$ cat config.mk
export PLATFORM = sky130hd
export DESIGN_NAME = or4b_hold_timer
export DESIGN_NICKNAME = d
export VERILOG_FILES = /design/src/rtl/or4b_hold_timer.sv
export SDC_FILE = /design/constraint.sdc
export NUM_CORES = 1
export LEC_CHECK = 0
export ABC_AREA = 1
export BUFFER_PORTS_ARGS = -buffer_cell sky130_fd_sc_hd__buf_2
export CORE_AREA = 2 2 39 41
export DETAILED_ROUTE_END_ITERATION = 7
export DIE_AREA = 0 0 41 43
export PLACE_DENSITY = 0.7
export SYNTH_ARGS = -nofsm -noshare
export SYNTH_HDL_FRONTEND = slang
export SYNTH_SLANG_ARGS = --single-unit
$ cat constraint.sdc
create_clock -name clk -period 1.9 [get_ports clk]
set_clock_uncertainty 0.15 [all_clocks]
set_input_delay 0.38 -clock clk [delete_from_list [all_inputs] [get_ports clk]]
set_output_delay 0.38 -clock clk [all_outputs]
set_load 0.01 [all_outputs]
$ cat src/rtl/or4b_hold_timer.sv
`default_nettype none
// ============================================================================
// Module      : or4b_hold_timer
// Description : Loadable down-counter with enable and zero flag; times how
//               long each stimulus vector is held.
// Revision    : 1.0 - initial release
// ============================================================================
module or4b_hold_timer #(
    parameter int CNT_W = 8
) (
    input  logic             clk,
    input  logic             rst_n,
    input  logic             load,
    input  logic [CNT_W-1:0] load_val,
    input  logic             en,
    output logic             zero
);

    logic [CNT_W-1:0] r_count;

    // Load has priority; the count parks at zero rather than wrapping.
    always_ff @(posedge clk) begin
        if (!rst_n) begin
            r_count <= '0;
        end else if (load) begin
            r_count <= load_val;
        end else if (en && (r_count != '0)) begin
            r_count <= r_count - CNT_W'(1);
        end
    end

    assign zero = (r_count == '0);

endmodule
`default_nettype wire

==> out/qor.csv, run 1 <==
metric;value;unit
grt_overflow;0;
drc;0;
peakVddDrop;0.391;mV
synth.most_common_cell;nand2_1;
synth_commonest_cells;nand2_1, nand3_1, nor2_1;
crit_family;flip-flops;
crit_buf_inv;2;
synth.area.top_cells;dfxtp_1, nand2_1, nand3_1;
cpMaxStageDelayCell;dfxtp_1;
rsz0062_at_grt;no;
ys_ff_latch;8;
min_path_type;primary input to register;
netlist_area;601;um^2
top_regs;r_count x8;
final_cells;134;
grt_use_met2;0.275;
syn_avg_cell_area;5.77;um^2
root_buffer;clkbuf_4;
dp_cells;131;
yosys.area.top_type;dfxtp_1;
netlist_instances;104;
crit_chain;inv_1 > ha_1 > nand2_1 > nor2_1 > buf_2;
cts_tree;built;
core_area;1380;um^2
num_io_pins;13;
top_register;r_count;
syn_nets;118;
leakagePower;0.391;nW
setup_slack;107;ps
clk_latency;250;ps
power;0.000529;W
synth_top_area_share;0.267;
cts_setup_buffers;0;
tightest_slew;223;ps
critPathMaxStageDelay;310;ps
grt_max_degree;11;
yosysSeqAreaShare;0.267;
synth_ff_type;dfxtp_1;
antennaDiodeCount;0;
via_per_inst;4.92;
track_usage;0.179;
cp.required;1370;ps
cp_max_fo;7;
fin_setup_tns;0;ps
synth_warnings;0;
max-slew-margin-rel;0.851;
num_rows;14;
power_density;757;nW/um^2
clk_path_buf_depth;2;
slew_violations;0;
setup_viol;0;
drv_cap;0;
ant_nets;0;
ctsResizeCount;0;
drive_above_1_share;0.195;
vias;659;
largest_register_ffs;8;
clk_pin_slew;60;ps
grt-busiest-layer;met2;
hold_buffers;0;
cp_data_arrival_time;1260;ps
gp_congestion;0.873;
place_ws;381;ps
die_w;41;um
finalCritPeriodShare;0.944;
max_freq;558;MHz
period_needed;1790;ps
wl_per_cell;9.90;um
totalWireLength;1330;um
first_pass_iters;4;
finalHoldViolCount;0;
nets;134;
port-buffer-count;12;
crit_type;register to output pin;
use_met1;0.235;
cts_buffers;3;
end_kind;output pin;
die_h;43;um
drt_iter0_markers;16;
syn2layout_area_growth;16.5;%
outcome;complete, no violations;
dpl.hpwl;1060;um
h-tree-depth;1;
synth_edf_count;0;
async_reset_ff_frac;0;
cp-start-kind;register;
met3_usage;0.0471;
grt_pass1_wl;2170;um
antenna_found_initial;0;
initial_utilization;0.434;
fin_util;0.505;
clock_sinks;8;
synth.distinct_cells;18;
grt_pass1_vias;557;
die_area;1760;um^2
## worst paths after layout
path | from | slack (ps) | to | depth (start not counted)
max | r_count[0] | 110 | zero | 5
min | rst_n | 220 | r_count[6] | 3
max reg2reg | r_count[0] | 390 | r_count[1] | 10
min reg2reg | r_count[0] | 350 | r_count[0] | 2
## cells by family after synthesis
family	Yosys count	share of synthesized area
adder cells (fa/ha/maj)	2	0.0417
flip-flops	8	0.267
XOR/XNOR	1	0.0146
AND/OR/NAND/NOR	69	0.510
buffers and inverters	17	0.108
AO/OA/AOI/OAI	7	0.0583
## placed cells by master, fill, tap and decap left out, types with 2 or more instances in the layout
master / n
nand2_1: 32
nand3_1: 15
nor2_1: 14
inv_1: 13
buf_2: 12
dfxtp_1: 8
o21ai_0: 3
a21oi_1: 3
clkbuf_4: 3
nand2_2: 2
inv_2: 2
nand2_4: 2
nand4_1: 2
ha_1: 2
## worst register-to-register path, stage by stage (launching register included)
cell and delay [ps]:
dfxtp_1 330, inv_1 110, ha_1 220, nand2_1 80, inv_1 50, nand2_2 80, nand2_4 70, nand2_4 90
clkinv_2 80, nor2_1 80, nor2_1 50
## stage by stage
stage / hold slack, ps / instance area [um^2]
global placement: 337 / 677
floorplan: 318 / 601
finish: 216 / 699
CTS: 214 / 699
detailed placement: 334 / 677
global route: 223 / 699
## area by class of cell
type                       count  area [um^2]
multi-input combinational     79          375
tap                           16         20.0
clock buffer                   3         22.5
sequential                     8          160
fill                         139          684
timing repair buffer          12         60.1
inverter                      16         61.3
## power breakdown
part           total [W]  switching (W)  internal (W)
sequential      0.000202      0.0000177      0.000185
combinational   0.000189       0.000116     0.0000730
clock           0.000138      0.0000654     0.0000728
## routing by layer
metal | vias up | share of wire
li1 | 355 | -
met1 | 287 | 0.49
met2 | 15 | 0.45
met3 | 2 | 0.047
met4 | 0 | 0.0083
met5 | - | 0
No activity file was read; power rests on OpenSTA's default activity.
==> inputs of run 2 (changes only) <==
--- a/config.mk
+++ b/config.mk
@@ -5,12 +5,13 @@
 export SDC_FILE = /design/constraint.sdc
 export NUM_CORES = 1
 export LEC_CHECK = 0
-export ABC_AREA = 1
+export ABC_CLOCK_PERIOD_IN_PS = 1900
 export BUFFER_PORTS_ARGS = -buffer_cell sky130_fd_sc_hd__buf_2
 export CORE_AREA = 2 2 39 41
+export CTS_BUF_LIST = sky130_fd_sc_hd__clkbuf_16
 export DETAILED_ROUTE_END_ITERATION = 7
 export DIE_AREA = 0 0 41 43
-export PLACE_DENSITY = 0.7
+export PLACE_DENSITY = 0.63
 export SYNTH_ARGS = -nofsm -noshare
 export SYNTH_HDL_FRONTEND = slang
 export SYNTH_SLANG_ARGS = --single-unit
==> run 2 against run 1 <==
Against the previous run:
- the run now ends with negative setup slack left
- flip-flop and latch count unchanged
- maximum frequency decreased by 8.9%
- worst setup slack worse by 180 ps
- register-to-register slack worse by 380 ps
- via count decreased by 18%
- utilization up 5.2 points
- sequential power about the same
- cell count down 28%
- non-clock buffer count is 10 higher
- area after synthesis fell by 15%
- combinational power decreased by 8%
- critical path type unchanged
==> out/qor.csv, run 2 <==
metric;value;unit
synth.area.top_cells;dfxtp_1, o21ai_0, o41ai_4;
clk_pin_slew;40;ps
top_regs;r_count x8;
fin_setup_tns;-68.9;ps
synth_ff_type;dfxtp_1;
totalWireLength;1320;um
clk_path_buf_depth;2;
min_path_type;primary input to register;
cts_tree;built;
dpl_cell_area;641;um^2
max_freq;508;MHz
synth.distinct_cells;28;
die_w;41;um
setup_slack;-68.9;ps
max-slew-margin-rel;0.792;
antennaDiodeCount;0;
grt_pass1_wl;2100;um
port-buffer-count;12;
power_switching;0.000180;W
synth_edf_count;0;
netlist_area;508;um^2
ys_ff_latch;8;
first_pass_iters;4;
final_cells;97;
num_rows;14;
layout_common_cells;buf_2, buf_4, o21ai_0, dfxtp_1, a21oi_1;
drive_above_1_share;0.494;
grt_overflow;0;
nets;97;
p_seq_frac;0.277;
async_reset_ff_frac;0;
period_needed;1970;ps
dpl.hpwl;925;um
cp_data_arrival_time;1440;ps
clock_sinks;8;
peakVddDrop;0.512;mV
failed_checks;negative setup slack;
synth.most_common_cell;dfxtp_1;
largest_register_ffs;8;
top_register;r_count;
h-tree-depth;1;
cp_max_fo;4;
netlist_instances;58;
track_usage;0.182;
die_area;1760;um^2
gp_congestion;0.855;
outcome;finished, violations left;
core_area;1380;um^2
syn_nets;72;
cp.required;1370;ps
fin_area;772;um^2
grt_pass1_vias;494;
initial_utilization;0.367;
drv_cap;0;
leakagePower;0.330;nW
drc;0;
combPwrFrac;0.237;
power_frac_clock;0.486;
die_h;43;um
whs;245;ps
num_io_pins;13;
root_buffer;clkbuf_16;
wl_per_cell;13.6;um
finalHoldViolCount;0;
syn_avg_cell_area;8.76;um^2
yosysSeqAreaShare;0.315;
rsz0062_at_grt;yes;
n_fill_cell;124;
drt_iter0_markers;5;
cp-start-kind;register;
antenna_found_initial;0;
tightest_slew;311;ps
synth_top_area_share;0.315;
via_per_inst;5.57;
synth_warnings;0;
yosys.area.top_type;dfxtp_1;
swShare;0.246;
dp_cells;92;
grt_max_degree;12;
power_density;947;nW/um^2
synth_commonest_cells;dfxtp_1, o21ai_0, a21oi_1, inv_1;
slew_violations;0;
hold_buffers;0;
crit_type;register to output pin;
setup_viol;1;
clk_latency;230;ps
finalCritPeriodShare;1.04;
end_kind;output pin;
final_common_cell;buf_2;
cts_buffers;3;
p_int;0.000551;W
syn2layout_area_growth;52.0;%
fin_util;0.558;
vias;540;
ant_nets;0;
## run 2: changes by cell type in the layout (fill, tap and decap cells not counted), sizes merged, moves of 4 or more
cell,previous run,this run
buf,12,22
inv,15,4
or4,0,4
nand3,15,2
nand2,36,1
nor2,15,2
## run 2: layout make-up
| type | instances | area, um^2 | share of cell area |
|---|---|---|---|
| Timing Repair Buffer | 22 | 143 | 0.185 |
| Multi-Input combinational cell | 44 | 353 | 0.457 |
| Clock buffer | 3 | 75.1 | 0.0972 |
| Inverter | 4 | 15.0 | 0.0194 |
| Sequential cell | 8 | 166 | 0.216 |
| Tap cell | 16 | 20.0 | 0.0259 |
## run 2: metal layers
metal  part of all wire  wire [um]  global-route usage
met1               0.43        562               0.211
met2               0.49        650               0.288
met3              0.049         64              0.0628
met4              0.030         39              0.0800
met5                  0          0                   0
## run 2: path summary, 6_finish.rpt
kind         cells past startpoint  slack (ps)    endpoint   startpoint
max                              3         -70        zero   r_count[5]
max reg2reg                      4          10  r_count[6]   r_count[5]
min reg2reg                      2         430  r_count[6]   r_count[6]
min                              3         240  r_count[1]  load_val[1]
## run 2: power by group through the flow
stage          Clock, W  Combinational [W]  Sequential, W
2_1_floorplan         0          0.0000914       0.000200
3_3_place_gp          0           0.000145       0.000201
3_5_place_dp          0           0.000144       0.000202
4_1_cts        0.000363           0.000151       0.000200
5_1_grt        0.000374           0.000191       0.000204
6_report       0.000355           0.000173       0.000203
## run 2: per-stage QoR
| stage | setup slack (ps) | power, W |
|---|---|---|
| 2_1_floorplan | 68.4 | 0.000291 |
| 3_3_place_gp | -10.7 | 0.000346 |
| 3_5_place_dp | -25.4 | 0.000346 |
| 4_1_cts | -86.8 | 0.000714 |
| 5_1_grt | -86.0 | 0.000769 |
| 6_report | -68.9 | 0.000731 |
## run 2: repair_timing
item                       CTS  global route
buffers inserted             1             1
setup endpoints to repair    3             7
resized for setup            2            12
pin swaps                    2             4
## run 2: kinds of logic (layout without fill, tap and decap cells)
logic type,Yosys count,count (layout),synth area share
DFF,8,8,0.315
buffers and inverters,6,29,0.0443
AOI/OAI and AO/OA,18,18,0.256
and+or+nand+nor,20,20,0.264
adders and majority gates,2,2,0.0493
xor gates and xnor gates,3,3,0.0517
muxes,1,1,0.0197
## run 2: worst max-delay path: stages, from the launching register on
cell	delay, ps
dfxtp_2	310
or4_4	580
nor4_2	150
buf_2	170
